## src/rtl/tvm_pkg.sv

```systemverilog
// Event codes and channel numbering shared by the vending machine input front end.
package tvm_pkg;

    localparam int NUM_COIN = 3;
    localparam int NUM_BUT  = 8;
    localparam int NUM_EVT  = NUM_COIN + NUM_BUT;

    typedef logic [7:0] evt_code_t;

    localparam evt_code_t CODE_COIN1    = 8'h01;
    localparam evt_code_t CODE_COIN5    = 8'h05;
    localparam evt_code_t CODE_COIN10   = 8'h0A;
    localparam evt_code_t CODE_BUT_BASE = 8'h80;

    // Channel index: coins first, then buttons, which is also the enqueue priority.
    function automatic evt_code_t evt_code(input int unsigned idx);
        evt_code_t c;
        case (idx)
            0:       c = CODE_COIN1;
            1:       c = CODE_COIN5;
            2:       c = CODE_COIN10;
            default: c = CODE_BUT_BASE | evt_code_t'(idx - NUM_COIN);
        endcase
        return c;
    endfunction

endpackage

```

## src/rtl/tvm_debounce_ch.sv

```systemverilog
// One sensor channel: 2-FF synchroniser, stable counter, accepted level and rising-edge pulse.
// rst_i is active-low and synchronous.
module tvm_debounce_ch #(
    parameter int DEB_CYCLES = 4
) (
    input  logic clk_i,
    input  logic rst_i,
    input  logic raw_i,
    output logic acc_o,
    output logic rise_o
);

    logic       sync1_q;
    logic       sync2_q;
    logic       acc_q;
    logic       rise_q;
    logic [7:0] cnt_q;
    logic       hit;

    assign hit = (sync2_q != acc_q) && (cnt_q == 8'(DEB_CYCLES - 1));

    always_ff @(posedge clk_i) begin
        if (!rst_i) begin
            sync1_q <= 1'b0;
            sync2_q <= 1'b0;
            acc_q   <= 1'b0;
            rise_q  <= 1'b0;
            cnt_q   <= '0;
        end else begin
            sync1_q <= raw_i;
            sync2_q <= sync1_q;
            rise_q  <= hit && !acc_q;
            if (sync2_q == acc_q) begin
                cnt_q <= '0;
            end else if (hit) begin
                acc_q <= ~acc_q;
                cnt_q <= '0;
            end else begin
                cnt_q <= cnt_q + 8'd1;
            end
        end
    end

    assign acc_o  = acc_q;
    assign rise_o = rise_q;

endmodule

```

## src/rtl/tvm_input_frontend.sv

```systemverilog
// Input front end: debounces coin/button/cancel sensors and queues one event
// code per accepted press until the vending controller acknowledges it.
module tvm_input_frontend
    import tvm_pkg::*;
#(
    parameter int DEB_CYCLES = 4,
    parameter int JAM_CYCLES = 64,
    parameter int FIFO_DEPTH = 4
) (
    input  logic       clk,
    input  logic       rst,
    input  logic [2:0] coin_raw,
    input  logic [7:0] but_raw,
    input  logic       cancel_raw,
    input  logic       ack,
    output logic [7:0] data_out,
    output logic       cancel_out,
    output logic [2:0] jam,
    output logic       overflow
);

    localparam int PW = $clog2(FIFO_DEPTH);
    localparam int CW = PW + 1;

    logic [NUM_COIN-1:0] coin_acc;
    logic [NUM_BUT:0]    acc_unused;
    logic [NUM_EVT-1:0]  rise;
    logic                cancel_rise;

    for (genvar g = 0; g < NUM_COIN; g++) begin : g_coin
        tvm_debounce_ch #(.DEB_CYCLES(DEB_CYCLES)) u_deb (
            .clk_i(clk), .rst_i(rst), .raw_i(coin_raw[g]),
            .acc_o(coin_acc[g]), .rise_o(rise[g])
        );
    end

    for (genvar g = 0; g < NUM_BUT; g++) begin : g_but
        tvm_debounce_ch #(.DEB_CYCLES(DEB_CYCLES)) u_deb (
            .clk_i(clk), .rst_i(rst), .raw_i(but_raw[g]),
            .acc_o(acc_unused[g]), .rise_o(rise[NUM_COIN+g])
        );
    end

    tvm_debounce_ch #(.DEB_CYCLES(DEB_CYCLES)) u_deb_cancel (
        .clk_i(clk), .rst_i(rst), .raw_i(cancel_raw),
        .acc_o(acc_unused[NUM_BUT]), .rise_o(cancel_rise)
    );

    logic [15:0]         jam_cnt_q [NUM_COIN];
    logic [NUM_COIN-1:0] jam_q;
    logic [NUM_EVT-1:0]  pend_q, pend_d, ev, clr;
    logic                overflow_q, overflow_d;
    logic                cancel_q;
    evt_code_t           mem_q [FIFO_DEPTH];
    logic [PW-1:0]       wr_ptr_q, rd_ptr_q;
    logic [CW-1:0]       count_q, count_d;
    evt_code_t           head_q, head_d, wdata;
    logic                pop, push, sel_valid;
    logic [3:0]          sel_idx;

    // Jam timer reloads while the coin is low and counts down while it is held.
    always_ff @(posedge clk) begin
        for (int i = 0; i < NUM_COIN; i++) begin
            if (!rst) begin
                jam_cnt_q[i] <= '0;
                jam_q[i]     <= 1'b0;
            end else if (!coin_acc[i]) begin
                jam_cnt_q[i] <= 16'(JAM_CYCLES - 1);
                jam_q[i]     <= 1'b0;
            end else if (!jam_q[i]) begin
                if (jam_cnt_q[i] == '0) jam_q[i] <= 1'b1;
                else                    jam_cnt_q[i] <= jam_cnt_q[i] - 16'd1;
            end
        end
    end

    assign ev = rise & ~{{NUM_BUT{1'b0}}, jam_q};

    always_comb begin
        pop       = ack && (count_q != '0);
        sel_valid = 1'b0;
        sel_idx   = '0;
        for (int i = NUM_EVT - 1; i >= 0; i--) begin
            if (pend_q[i]) begin
                sel_valid = 1'b1;
                sel_idx   = 4'(i);
            end
        end
        push = sel_valid && ((count_q != CW'(FIFO_DEPTH)) || pop);
        clr  = '0;
        if (push) clr[sel_idx] = 1'b1;
        pend_d     = (pend_q & ~clr) | ev;
        overflow_d = overflow_q | (|(ev & pend_q & ~clr));
        wdata      = evt_code({28'd0, sel_idx});
        count_d    = count_q + CW'(push) - CW'(pop);
        // Head register follows the queue's next state so data_out needs no extra cycle.
        head_d = 8'h00;
        if (count_d != '0) begin
            if ((count_q - CW'(pop)) == '0) head_d = wdata;
            else                            head_d = mem_q[rd_ptr_q + PW'(pop)];
        end
    end

    always_ff @(posedge clk) begin
        if (!rst) begin
            pend_q     <= '0;
            overflow_q <= 1'b0;
            cancel_q   <= 1'b0;
            wr_ptr_q   <= '0;
            rd_ptr_q   <= '0;
            count_q    <= '0;
            head_q     <= 8'h00;
        end else begin
            pend_q     <= pend_d;
            overflow_q <= overflow_d;
            cancel_q   <= cancel_rise;
            count_q    <= count_d;
            head_q     <= head_d;
            if (push) wr_ptr_q <= wr_ptr_q + PW'(1);
            if (pop)  rd_ptr_q <= rd_ptr_q + PW'(1);
        end
    end

    always_ff @(posedge clk) begin
        if (push) mem_q[wr_ptr_q] <= wdata;
    end

    assign data_out   = head_q;
    assign cancel_out = cancel_q;
    assign jam        = jam_q;
    assign overflow   = overflow_q;

endmodule
```

## config.mk

```make
export PLATFORM = sky130hd
export DESIGN_NAME = tvm_input_frontend
export DESIGN_NICKNAME = d
export VERILOG_FILES = /design/src/rtl/tvm_pkg.sv /design/src/rtl/tvm_debounce_ch.sv /design/src/rtl/tvm_input_frontend.sv
export SDC_FILE = /design/constraint.sdc
export NUM_CORES = 1
export LEC_CHECK = 0
export ABC_AREA = 0
export CORE_ASPECT_RATIO = 1.2
export CORE_UTILIZATION = 55
export CTS_BUF_LIST = sky130_fd_sc_hd__clkbuf_2 sky130_fd_sc_hd__clkbuf_4 sky130_fd_sc_hd__clkbuf_8
export CTS_CLUSTER_SIZE = 40
export DETAILED_ROUTE_END_ITERATION = 10
export PLACE_DENSITY_LB_ADDON = 0.05
export SLEW_MARGIN = 40
export SYNTH_ARGS = -nofsm -noshare
export SYNTH_HDL_FRONTEND = slang
export SYNTH_SLANG_ARGS = --single-unit
```

## constraint.sdc

```tcl
create_clock -name clk -period 5.1 [get_ports clk]
set_input_delay 0.765 -clock clk [delete_from_list [all_inputs] [get_ports clk]]
set_output_delay 0.765 -clock clk [all_outputs]
set_load 0.1 [all_outputs]
```

Yosys cells after proc, flatten, opt, wreduce, memory -nomap -nowiden
Memory sizes are Yosys's and may differ from the RTL's.
Cells that the tools add are included.
{ "totals": {"ff_bits": 175, "mem_bits_rw": 80, "elab_cells": 316, "latch_bits": 0, "romBits": 0, "memories": 2, "input_bits": 15, "output_inout_bits": 13} }
{ "mem_list": {"columns": ["name", "words", "width", "read_ports", "rd_ports_with_merged_regs", "wr", "line_no", "source"], "rows": [
  ["jam_cnt_q", 3, 16, 3, 0, 3, "tvm_input_frontend.sv:49", "logic [15:0] jam_cnt_q [NUM_COIN];"],
  ["mem_q", 4, 8, 1, 0, 1, "tvm_input_frontend.sv:54", "evt_code_t mem_q [FIFO_DEPTH];"]
]} }
{ "classes": {"n_mux": 66, "n_reduce_logical": 76, "n_bitwise": 39, "mul": 0, "order_cmp": 2, "n_eq_ne": 39, "n_div": 0, "shift": 0, "add_sub_neg": 22} }
{ "ops": {"columns": ["cell", "count"], "rows": [
  ["adder 8 x 1 -> 8 bit (second input constant)", 12],
  ["== test 8 x 2 -> 1 bit (second input constant)", 12],
  ["two-way mux 16 bit", 6],
  ["zero test 16 bit", 3],
  ["subtractor 16 x 1 -> 16 bit (second input constant)", 3],
  ["two-way mux 1 bit", 45],
  ["AND 11 bit", 4],
  ["two-way mux 4 bit", 11],
  ["OR reduction 3 bit", 12],
  ["AND reduction 2 bit", 16],
  ["logical AND 1 bit", 27],
  ["NOT 1 bit", 25],
  ["case mux 8 bit (3 select lines)", 1],
  ["== test 1 bit", 12],
  ["zero test 1 bit", 12],
  ["inequality test 1 bit", 12],
  ["two-way mux 11 bit", 1],
  ["NOT 11 bit", 1],
  ["NOT 3 -> 11 bit", 1],
  ["bitwise OR 11 bit", 1],
  ["OR reduction 11 bit", 1],
  ["two-way mux 8 bit", 1],
  ["bitwise OR 1 bit", 7],
  ["nonzero test 3 bit", 2],
  ["14 further kinds", 16]
]} }

Logic depth before layout (Yosys ltp)
{ "depth": {"depth_word": 20, "mapped_depth": 12, "ltp_nobuf": 12} }

By module
A second synthesis with hierarchy kept.
{ "hier_totals": {"hier_cells": 1045, "hier_area_um2": 10613.9} }
{ "by_module_without_submodules": {"columns": ["module", "area_per_inst_um2", "n_inst", "cells_per_inst", "seq_area_each_um2"], "rows": [
  ["tvm_debounce_ch", 460.4, 12, 49, 240.2],
  ["tvm_input_frontend", 5088.6, 1, 457, 2742.6]
]} }

Least setup slack after synthesis
No wires, ideal clock.
{ "synth_path": {"path_type": "input-to-reg", "startpoint": "input port ack", "endpoint": "register head_q[3] (netlist: data_out[3])", "path_buffers": 1, "setup_ns": 0.139, "stages": 12, "path_slack_ns": 1.649, "arrival_ns": 3.312, "required_ns": 4.961, "cell_sequence": "or4b_1 -> clkbuf_1 -> a21boi_1 -> inv_1 -> o21ai_0 -> ha_1 -> fa_1 -> xnor2_1 -> xnor2_1 -> o31ai_1 -> nand3b_1 -> o41ai_1"} }
{ "synth_between": {"elab_chain_len": 7, "word_cells_on_any_way": 12, "classes_between": "4 x add/sub; 1 x mux; 6 x reduce/logical; 1 x memory"} }
{ "synth_lines": {"columns": ["item", "line_no", "source"], "rows": [
  ["from (decl)", "tvm_input_frontend.sv:15", "input logic ack,"],
  ["logical AND 1 bit (*)", "tvm_input_frontend.sv:80", "pop = ack && (count_q != '0);"],
  ["logical OR 1 bit", "tvm_input_frontend.sv:89", "push = sel_valid && ((count_q != CW'(FIFO_DEPTH)) || pop);"],
  ["logical AND 1 bit", "tvm_input_frontend.sv:89", null],
  ["adder 3 x 1 -> 3 bit", "tvm_input_frontend.sv:95", "count_d = count_q + CW'(push) - CW'(pop);"],
  ["subtractor 3 x 1 -> 3 bit", "tvm_input_frontend.sv:95", null],
  ["nonzero test 3 bit", "tvm_input_frontend.sv:98", "if (count_d != '0) begin"],
  ["AND reduction 2 bit (no source line)", null, null],
  ["to (signal assigned)", "tvm_input_frontend.sv:112", "head_q <= 8'h00;"],
  ["to (signal assigned)", "tvm_input_frontend.sv:118", "head_q <= head_d;"],
  ["to (decl)", "tvm_input_frontend.sv:57", "evt_code_t head_q, head_d, wdata;"]
]} }
Mark *: on every way between the ends. The rest lies on a longest branch, timed or not.
A chain may end at the register's enable or synchronous reset.

Worst setup path in the final report
Same ends and word-level chain as after synthesis.

==> out/results.txt <==
Full die area - 19300 sq um
Design area - 11500 sq um
Register bit total from synthesis - 245
Critical Path Max Stage Delay - 0.65 ns
Minimum clock period - 3.36 ns
DRC viols - 0
Slowest-stage cell, CP - or4b_1
Worst Skew - 0.0177 ns
Die width - 127 microns
Uppermost layer routed - met4
Pleak - 4.29 nW
WL met3 - 583 microns
Max Fclk - 297 MHz
Crit-path cells - clkdlybuf4s50_1, or4b_1, a21boi_1, inv_1, o21ai_0, ha_1, fa_1, xnor2_1, xnor2_1, o31ai_1, buf_4, nand3b_1, o41ai_1
Clock Path Buffers - 3
Initial core utilization - 56.5%
Post-synth top flop - dfxtp_1
Power after layout - 0.00426 W
Number of setup buffers added after CTS - 0
Status - completed
Ys async rst share - 0%
Resized cells post-CTS - 0
Metal2 WL - 8010 microns
Post-Place Cells - 1240
Initial antenna violation count - 0
Core area - 18200 sq um
Synth area leaders - dfxtp_1 (34%), edfxtp_1 (21%), xor2_1 (7.7%)
# rows - 54
CTS H-tree lvls - 2
Vias - 6877
GRT Util Overall - 18.4%
Fillcell total - 1508
Element type at the critical path end - register
Share of cells above drive strength 1 - 9.31%
Routed vias/inst - 5.25
Clk slew on worst S/H paths - 0.06 ns
Wirelength per Cell - 13.1 microns
CP startpoint kind - primary input
WL final - 17100 microns
Post-synth top area share - 33.6%
Worst-Skew Late Latency - 0.53 ns
Worst hold-check path type - register to register
WP data arrival - 3.75 ns
CP top delay family - simple AND/OR/NAND/NOR gates
Fin. max-slew vios - 0
DP HPWL - 11400 microns
WP buf/inv - 3
Worst IR drop on VDD - 0.000225 V
Final ANT Viol Nets - 0
Final core utilization - 63.2%
Post-synthesis sequential area ratio - 54.5%
Max Cap Viol - 0
Initial DRC Count - 268
I/O pins - 28
DR pass1 iterations - 6
Placer Congestion - 0.808
EDFF count, synth - 72
Vias in the first global route - 6489
Placed cell area - 10700 sq um
Synthesized cell area - 10300 sq um
CP required - 5.48 ns
First-pass GRT wire length - 29500 microns
CP Class - primary input to register
Setup Viol. Count Final - 0
Setup TNS - 0 ns
Cell mode on critical path - xnor2_1
Nets - 1099
Largest net degree at the start of global routing - 38
Yosys top cell by area - dfxtp_1
Synth cell types - 57
# hold bufs at CTS - 0
Mapped Nets - 1048
RSZ-0062 raised after global routing - no
Post-Synthesis Cells - 1006
TritonCTS clock tree - done
PortBufs - 27
CP Max Fanout - 10
Sink Count - 245
Pwr dens - 370 nW/um^2
Tcrit/Tclk final - 66.0%
Final hold vios - 0
# diodes - 0
Area growth, synth to finish - 11.8%
Met1 Routed Length - 8190 microns
Avg Cell Area, Syn - 10.3 sq um
Grt ovf - 0
Synth warnings - 0
Post-Layout Cell Count - 1309
Headroom to the max-slew limit - 46.4%
Root buffer cell - clkbuf_8
Slew at the pin closest to its max-slew limit - 0.796 ns
TritonCTS Buffers - 39
Die Ht - 152 microns
[layout by cell type, fill, tap and decap left out, types with 16 or more instances in the layout]
master,instances
nor3_1,26
nand2_1,38
ha_1,26
and3_1,18
xor2_1,91
a21oi_1,17
edfxtp_1,72
inv_1,33
o21ai_0,24
and2_1,35
nor2_1,183
nand3_1,79
dfxtp_1,173
nor4_1,16
xnor2_1,51
clkbuf_8,50
[where the power goes]
part	switching [W]	total [W]	internal, W
clock network	0.000727	0.00168	0.000952
registers	0.0000319	0.00208	0.00205
logic	0.000309	0.000504	0.000195
[path summary, 6_finish.rpt]
kind | from | endpoint | slack [ns] | cells after the start
max reg2reg | pend_q[6]$_SDFF_PN0_ | data_out[3]$_SDFF_PN0_ | 1.87 | 13
min | g_but[5].u_deb.sync1_q$_SDFF_PN0_ | g_but[5].u_deb.sync2_q$_SDFF_PN0_ | 0.42 | 1
min reg2reg | g_but[5].u_deb.sync1_q$_SDFF_PN0_ | g_but[5].u_deb.sync2_q$_SDFF_PN0_ | 0.42 | 1
max | ack | data_out[3]$_SDFF_PN0_ | 1.74 | 13
[logic make-up (layout without fill, tap and decap cells)]
logic type                 count (synthesis)  in the layout  share of synthesized area (%)
xor gates and xnor gates                 142            142                           12.1
and+or+nand+nor                          460            460                           22.2
DFF                                      245            245                           54.5
buffers and inverters                     53            132                           2.06
adders and majority gates                 27             27                           3.35
muxes                                      9              9                           1.60
AOI/OAI and AO/OA                         70             70                           4.22
[per-stage QoR]
step                      hold WS [ns]  worst slack [ns]
final                            0.416              1.74
after detailed placement         0.419              1.20
after CTS                        0.421              1.75
after global routing             0.436              1.54
after floorplan                  0.412              1.65
after global placement           0.416              1.21
[routing by layer]
| metal | track usage [%] | up-vias |
|---|---|---|
| li1 | - | 3575 |
| met1 | 24.2 | 3194 |
| met2 | 30.0 | 82 |
| met3 | 4.12 | 26 |
| met4 | 6.46 | 0 |
| met5 | 0 | - |
[Yosys cell counts, drive strengths merged, types with 14 or more instances]
library cell / n
and3: 18
dfxtp: 173
a21oi: 17
ha: 26
or4: 14
nand3: 80
nand2: 38
xnor2: 51
edfxtp: 72
nor3: 26
o21ai: 24
nor2: 184
xor2: 91
inv: 34
nor4: 16
and2: 35
[final cells by class]
| cell class | count | area [sq um] | share of cell area (%) |
|---|---|---|---|
| flip-flops and latches | 245 | 5630 | 48.8 |
| multi-input cells | 708 | 4480 | 38.8 |
| clock buffers | 60 | 763 | 6.62 |
| well taps | 224 | 280 | 2.43 |
| repair buffers | 29 | 215 | 1.87 |
| inverters | 34 | 128 | 1.11 |
| clock inverters | 9 | 42.5 | 0.369 |
[state kept, by name, summed over array words and instances (netlist names), 3 cells and up]
name                  count
g_but.u_deb.cnt_q        64
jam_cnt_q                48
g_coin.u_deb.cnt_q       24
mem_q                    24
pend_q                   11
g_but.u_deb.acc_o         8
g_but.u_deb.rise_o        8
g_but.u_deb.sync1_q       8
g_but.u_deb.sync2_q       8
u_deb_cancel.cnt_q        8
data_out                  6
count_q                   3
g_coin.u_deb.acc_o        3
g_coin.u_deb.rise_o       3
g_coin.u_deb.sync1_q      3
g_coin.u_deb.sync2_q      3
jam                       3
[worst reg2reg max path: cells and delay by family, from the launching register on]
family	cells	cell delay (ns)
and+or+nand+nor	3	1.08
AOI/OAI and AO/OA	4	0.54
xor gates and xnor gates	2	0.29
adders and majority gates	2	0.58
DFF	1	0.34
buffers and inverters	2	0.28
No activity file was read; power rests on OpenSTA's default activity.
